<file path="config.mk">
export PLATFORM = sky130hd
export DESIGN_NAME = atomic_counter_bank
export DESIGN_NICKNAME = d
export VERILOG_FILES = /design/src/rtl/atomic_counter_bank.sv
export SDC_FILE = /design/constraint.sdc
export NUM_CORES = 1
export LEC_CHECK = 0
export ABC_AREA = 1
export BUFFER_PORTS_ARGS = -buffer_cell sky130_fd_sc_hd__buf_2
export CORE_MARGIN = 2
export CORE_UTILIZATION = 45
export DETAILED_ROUTE_END_ITERATION = 16
export PLACE_DENSITY_LB_ADDON = 0.08
export SLEW_MARGIN = 40
export SYNTH_ARGS = -nofsm -noshare
export SYNTH_HDL_FRONTEND = slang
export SYNTH_SLANG_ARGS = --single-unit
</file>
<file path="constraint.sdc">
create_clock -name clk -period 4.5 [get_ports clk]
set_input_delay 1.125 -clock clk [delete_from_list [all_inputs] [get_ports clk]]
set_output_delay 1.125 -clock clk [all_outputs]
set_load 0.03 [all_outputs]
</file>
<file path="src/rtl/atomic_counter_bank.sv">
`default_nettype none
// ============================================================================
// Module   : atomic_counter_bank
// Brief    : NUM_CH event counters read as BUS_W-wide words; the first
//            (atomic) word snapshots the whole counter. Optional saturating
//            counters when ATOMIC_CNT_SAT_EN is defined.
// Revision : 1.0
// ============================================================================
module atomic_counter_bank #(
    parameter int NUM_CH = 4,
    parameter int CNT_W  = 64,
    parameter int BUS_W  = 32,
    localparam int N_WORDS = (BUS_W > 0) ? CNT_W / BUS_W : 1,
    localparam int SEL_W   = (NUM_CH > 1) ? $clog2(NUM_CH) : 1,
    localparam int IDX_W   = (N_WORDS > 1) ? $clog2(N_WORDS) : 1
) (
    input  logic              clk,
    input  logic              reset_n,
    input  logic [NUM_CH-1:0] trig_i,
    input  logic              req_i,
    input  logic              atomic_i,
    input  logic [SEL_W-1:0]  ch_sel_i,
    output logic              ack_o,
    output logic [BUS_W-1:0]  count_o,
    output logic              err_o
);

    generate
        if (NUM_CH < 1 || BUS_W < 1 || CNT_W < BUS_W || (CNT_W % BUS_W) != 0) begin : g_bad_cfg
            $error("atomic_counter_bank: illegal NUM_CH/CNT_W/BUS_W combination");
        end
    endgenerate

    typedef enum logic [0:0] {
        ST_IDLE = 1'b0,
        ST_SEQ  = 1'b1
    } state_t;

    logic [CNT_W-1:0] r_cnt [NUM_CH];
    logic [CNT_W-1:0] r_snap;
    logic [IDX_W-1:0] r_idx;
    state_t           r_state;
    logic             r_ack;
    logic [BUS_W-1:0] r_count;
    logic             r_err;

    logic [CNT_W-1:0] w_sel_cnt;
    logic             w_sel_ok;
    logic [BUS_W-1:0] w_snap_words [N_WORDS];
    logic [BUS_W-1:0] w_snap_word;

    always_ff @(posedge clk or negedge reset_n) begin
        if (!reset_n) begin
            for (int c = 0; c < NUM_CH; c++) r_cnt[c] <= '0;
        end else begin
            for (int c = 0; c < NUM_CH; c++) begin
                if (trig_i[c]) begin
`ifdef ATOMIC_CNT_SAT_EN
                    if (r_cnt[c] != '1) r_cnt[c] <= r_cnt[c] + 1'b1;
`else
                    r_cnt[c] <= r_cnt[c] + 1'b1;
`endif
                end
            end
        end
    end

    // An out-of-range channel selects nothing, so the snapshot becomes zero.
    always_comb begin
        w_sel_cnt = '0;
        w_sel_ok  = 1'b0;
        for (int c = 0; c < NUM_CH; c++) begin
            if (32'(ch_sel_i) == c) begin
                w_sel_cnt = r_cnt[c];
                w_sel_ok  = 1'b1;
            end
        end
    end

    generate
        for (genvar w = 0; w < N_WORDS; w++) begin : g_word
            assign w_snap_words[w] = r_snap[w*BUS_W +: BUS_W];
        end
    endgenerate

    always_comb begin
        w_snap_word = '0;
        for (int w = 0; w < N_WORDS; w++) begin
            if (32'(r_idx) == w) w_snap_word = w_snap_words[w];
        end
    end

    always_ff @(posedge clk or negedge reset_n) begin
        if (!reset_n) begin
            r_state <= ST_IDLE;
            r_idx   <= '0;
            r_snap  <= '0;
            r_ack   <= 1'b0;
            r_count <= '0;
            r_err   <= 1'b0;
        end else begin
            r_ack <= req_i;
            if (req_i) begin
                if (atomic_i) begin
                    r_snap  <= w_sel_cnt;
                    r_count <= w_sel_cnt[BUS_W-1:0];
                    r_err   <= ~w_sel_ok;
                    if (N_WORDS > 1) begin
                        r_idx   <= IDX_W'(1);
                        r_state <= ST_SEQ;
                    end else begin
                        r_idx   <= '0;
                        r_state <= ST_IDLE;
                    end
                end else if (r_state == ST_SEQ) begin
                    r_count <= w_snap_word;
                    r_err   <= 1'b0;
                    if (r_idx == IDX_W'(N_WORDS - 1)) begin
                        r_idx   <= '0;
                        r_state <= ST_IDLE;
                    end else begin
                        r_idx <= r_idx + IDX_W'(1);
                    end
                end else begin
                    r_count <= '0;
                    r_err   <= 1'b1;
                end
            end
        end
    end

    assign ack_o   = r_ack;
    assign count_o = r_count;
    assign err_o   = r_err;

endmodule
`default_nettype wire
</file>
==> summary.txt <==
Synthesis
  • Post-synth design cell area: 0.0201 mm2
  • Synth cell types: 41
  • Syn nets: 2656
  • Synth Warn #: 0
  • Mapped Avg Cell Area: 7.61 um2
  • Share of the synthesized area in the top cell type: 0.443
  • #FFs+latches synth: 356
  • Sequential-to-total area share from yosys stat: 0.443
  • Post-synthesis cell count: 2642
  • Largest cells by area after synthesis: dfrtp_1 44%, nand2_1 13%, xor2_1 6.6%
  • Area leader, netlist: dfrtp_1

Place
  • Port Buf Inserts: 43
  • GP Congestion: 0.989
  • Placed Cells: 3236
  • DP HPWL: 60600 um

Finish
  • P&R area growth vs syn: 11.4%
  • Multi-input gate area: ~0.0097 mm2
  • Ant diodes: 0
  • Number of fill cells in the layout: 4410
  • Fraction of layout cells with a size suffix above 1: 0.0857
  • Most common cell after layout, fill and taps aside: nand2_1
  • Register area: between 0.008 and 0.009 mm2
  • Finished Core Util: 0.508
  • Most frequent cells in the layout: 702 x nand2_1, 356 x dfrtp_1, 342 x inv_1
  • Finished Layout Cells: 3312
  • Final net count: 2704

Global routing
  • Pin count of the biggest net entering global routing: 94
  • Grt total ovfl: 0
  • Initial antenna violation count: 4
  • GRT Overall Usage: 0.335
  • Global-route wire length before repair: 115000 um
  • Vias in the first global route: 17.7k

Timing
  • Final worst path period share: 0.639
  • Final setup viols: 0
  • Achievable Freq: ~350 MHz
  • Final TNS setup: 0 ns
  • Unrepaired setup endpoints after global routing: false
  • Final clock skew: 0.0174 ns
  • Hold Vio Cnt, Final: 0
  • Hold_ws: between 0.3 and 0.4 ns
  • Fin. max-slew vios: 0
  • Worst-margin pin slew: between 0.7 and 0.8 ns
  • Max_slew headroom: 0.479
  • Min Tclk post-route: 2.87 ns

Outcome
  • Outcome: complete, no violations

Route
  • Post-route DRC: 0
  • DRT Pass-1 Iters: 6
  • Average vias per placed instance: 5.55
  • Routed WL per cell: 23.2 um
  • Via count: 18.4k
  • Post-route ant nets: 0
  • Initial DRC count: roughly 1.8k
  • WL final: 77000 um

Power
  • Max rail drop VDD: 0.307 mV
  • PD cells: 383 mW/mm2
  • Power Total: 8.58 mW
  • Leak: 10.6 nW

CTS
  • Clk Latency, worst-skew pair: 0.59 ns
  • CTS tree: built
  • Root buf cell: clkbuf_16
  • Clock Sinks: 356
  • Inserted Clock Buffers: 43
  • H-tree depth: 2
  • Setup bufs post-CTS: 0
  • Post-CTS sizing: 0
  • CTS Hold Bufs: 0
  • Clock-pin slew on the worst setup and hold paths: approximately 0.06 ns
  • Clock tree buffer depth: 3

Floorplanning
  • Starting density of the core: 0.456
  • Die extent in x: 215 um
  • Die area: 0.0464 mm2
  • Row count: 77
  • # IOs: 44
  • Core region area: around 0.044 mm2
  • Die Y: 215 um

Min path
  • Worst hold path type: input port to asynchronous set/reset pin

Setup path
  • Critical Path AT: 3.32 ns
  • Critical path type: input port to flop
  • Startpoint types: input port
  • Crit Path Max Fanout: 58
  • Crit path capture type: flop
  • R2R setup slack: 2.17 ns
  • Req. time, crit path: 4.95 ns

Flow run
  • # Max-Cap Violations: 0
-- registers in the layout, indices dropped and copies added (netlist names) --
name / cells
count_o: 32
ack_o: 1
r_state: 1
r_snap: 64
err_o: 1
r_cnt: 256
r_idx: 1
-- critical path: stages --
cell and delay, ns:
buf_2 0.42, inv_1 0.30, nand2_1 0.30, inv_1 0.07, buf_4 0.32, a221oi_1 0.60
o21ai_0 0.15
-- per-layer routing --
layer  share of wire  vias up  wire (um)  GRT usage
li1                -     8565          -          -
met1            0.43     8940      32800      0.451
met2            0.44      687      33700      0.511
met3           0.085      177       6570     0.0850
met4           0.050        8       3850      0.151
met5         0.00057        -         44          0
-- through the flow --
step	setup slack (ns)	instance area, um2
2_1_floorplan	2.18	20100
3_3_place_gp	1.14	21000
5_1_grt	1.50	22400
6_report	1.63	22400
4_1_cts	1.67	22400
3_5_place_dp	1.06	21000
-- synth_stat cells --
cell type,n
a21oi_1,48
a221oi_1,9
a31oi_1,19
and2_1,5
and3_1,3
buf_1,6
buf_2,14
buf_4,3
clkbuf_1,33
dfrtp_1,356
ha_1,4
inv_1,345
inv_2,6
mux2_2,1
nand2_1,702
nand2_2,13
nand2_4,3
nand3_1,203
nand3_2,3
nand3_4,3
nand3b_1,16
nand4_1,79
nand4_4,1
nor2_1,299
nor2_2,36
nor2_4,25
nor2_8,1
nor3_1,45
nor3_2,5
nor3_4,3
nor3b_1,2
nor4_1,3
o2111ai_1,8
o211ai_1,37
o21ai_0,83
o21ai_1,4
o221ai_1,4
o22ai_1,25
or2_2,1
xnor2_1,35
xor2_1,151
-- path summary, 6_finish.rpt --
path                             start    endpoint  cells past startpoint
max                        ch_sel_i[0]  r_snap[59]                      7
min                            reset_n  r_cnt[172]                      1
max reg2reg                  r_cnt[77]  r_cnt[105]                      6
min reg2reg                 r_cnt[255]  r_cnt[255]                      2
max in group asynchronous      reset_n  r_cnt[112]                      2
min in group clk            r_cnt[255]  r_cnt[255]                      2
-- power by group --
part | switching [mW] | total [mW] | internal, mW | leakage, nW
Combinational | 0.871 | 1.23 | 0.357 | 5.57
Clock | 1.48 | 3.52 | 2.04 | 0.693
Sequential | 0.334 | 3.83 | 3.50 | 4.36
-- kinds of logic after synthesis --
logic type	synth area share
AOI/OAI and AO/OA	0.0702
xor gates and xnor gates	0.0810
adders and majority gates	0.00249
buffers and inverters	0.0774
DFF	0.443
muxes	0.000560
and+or+nand+nor	0.325
-- final cells by class --
class,count,area share
flip-flops and latches,356,0.398
inverters,351,0.0589
clock inverters,12,0.00441
multi-input cells,1879,0.431
clock buffers,63,0.0576
well taps,592,0.0331
repair buffers,59,0.0174
Power figures use the tool's default switching activity.
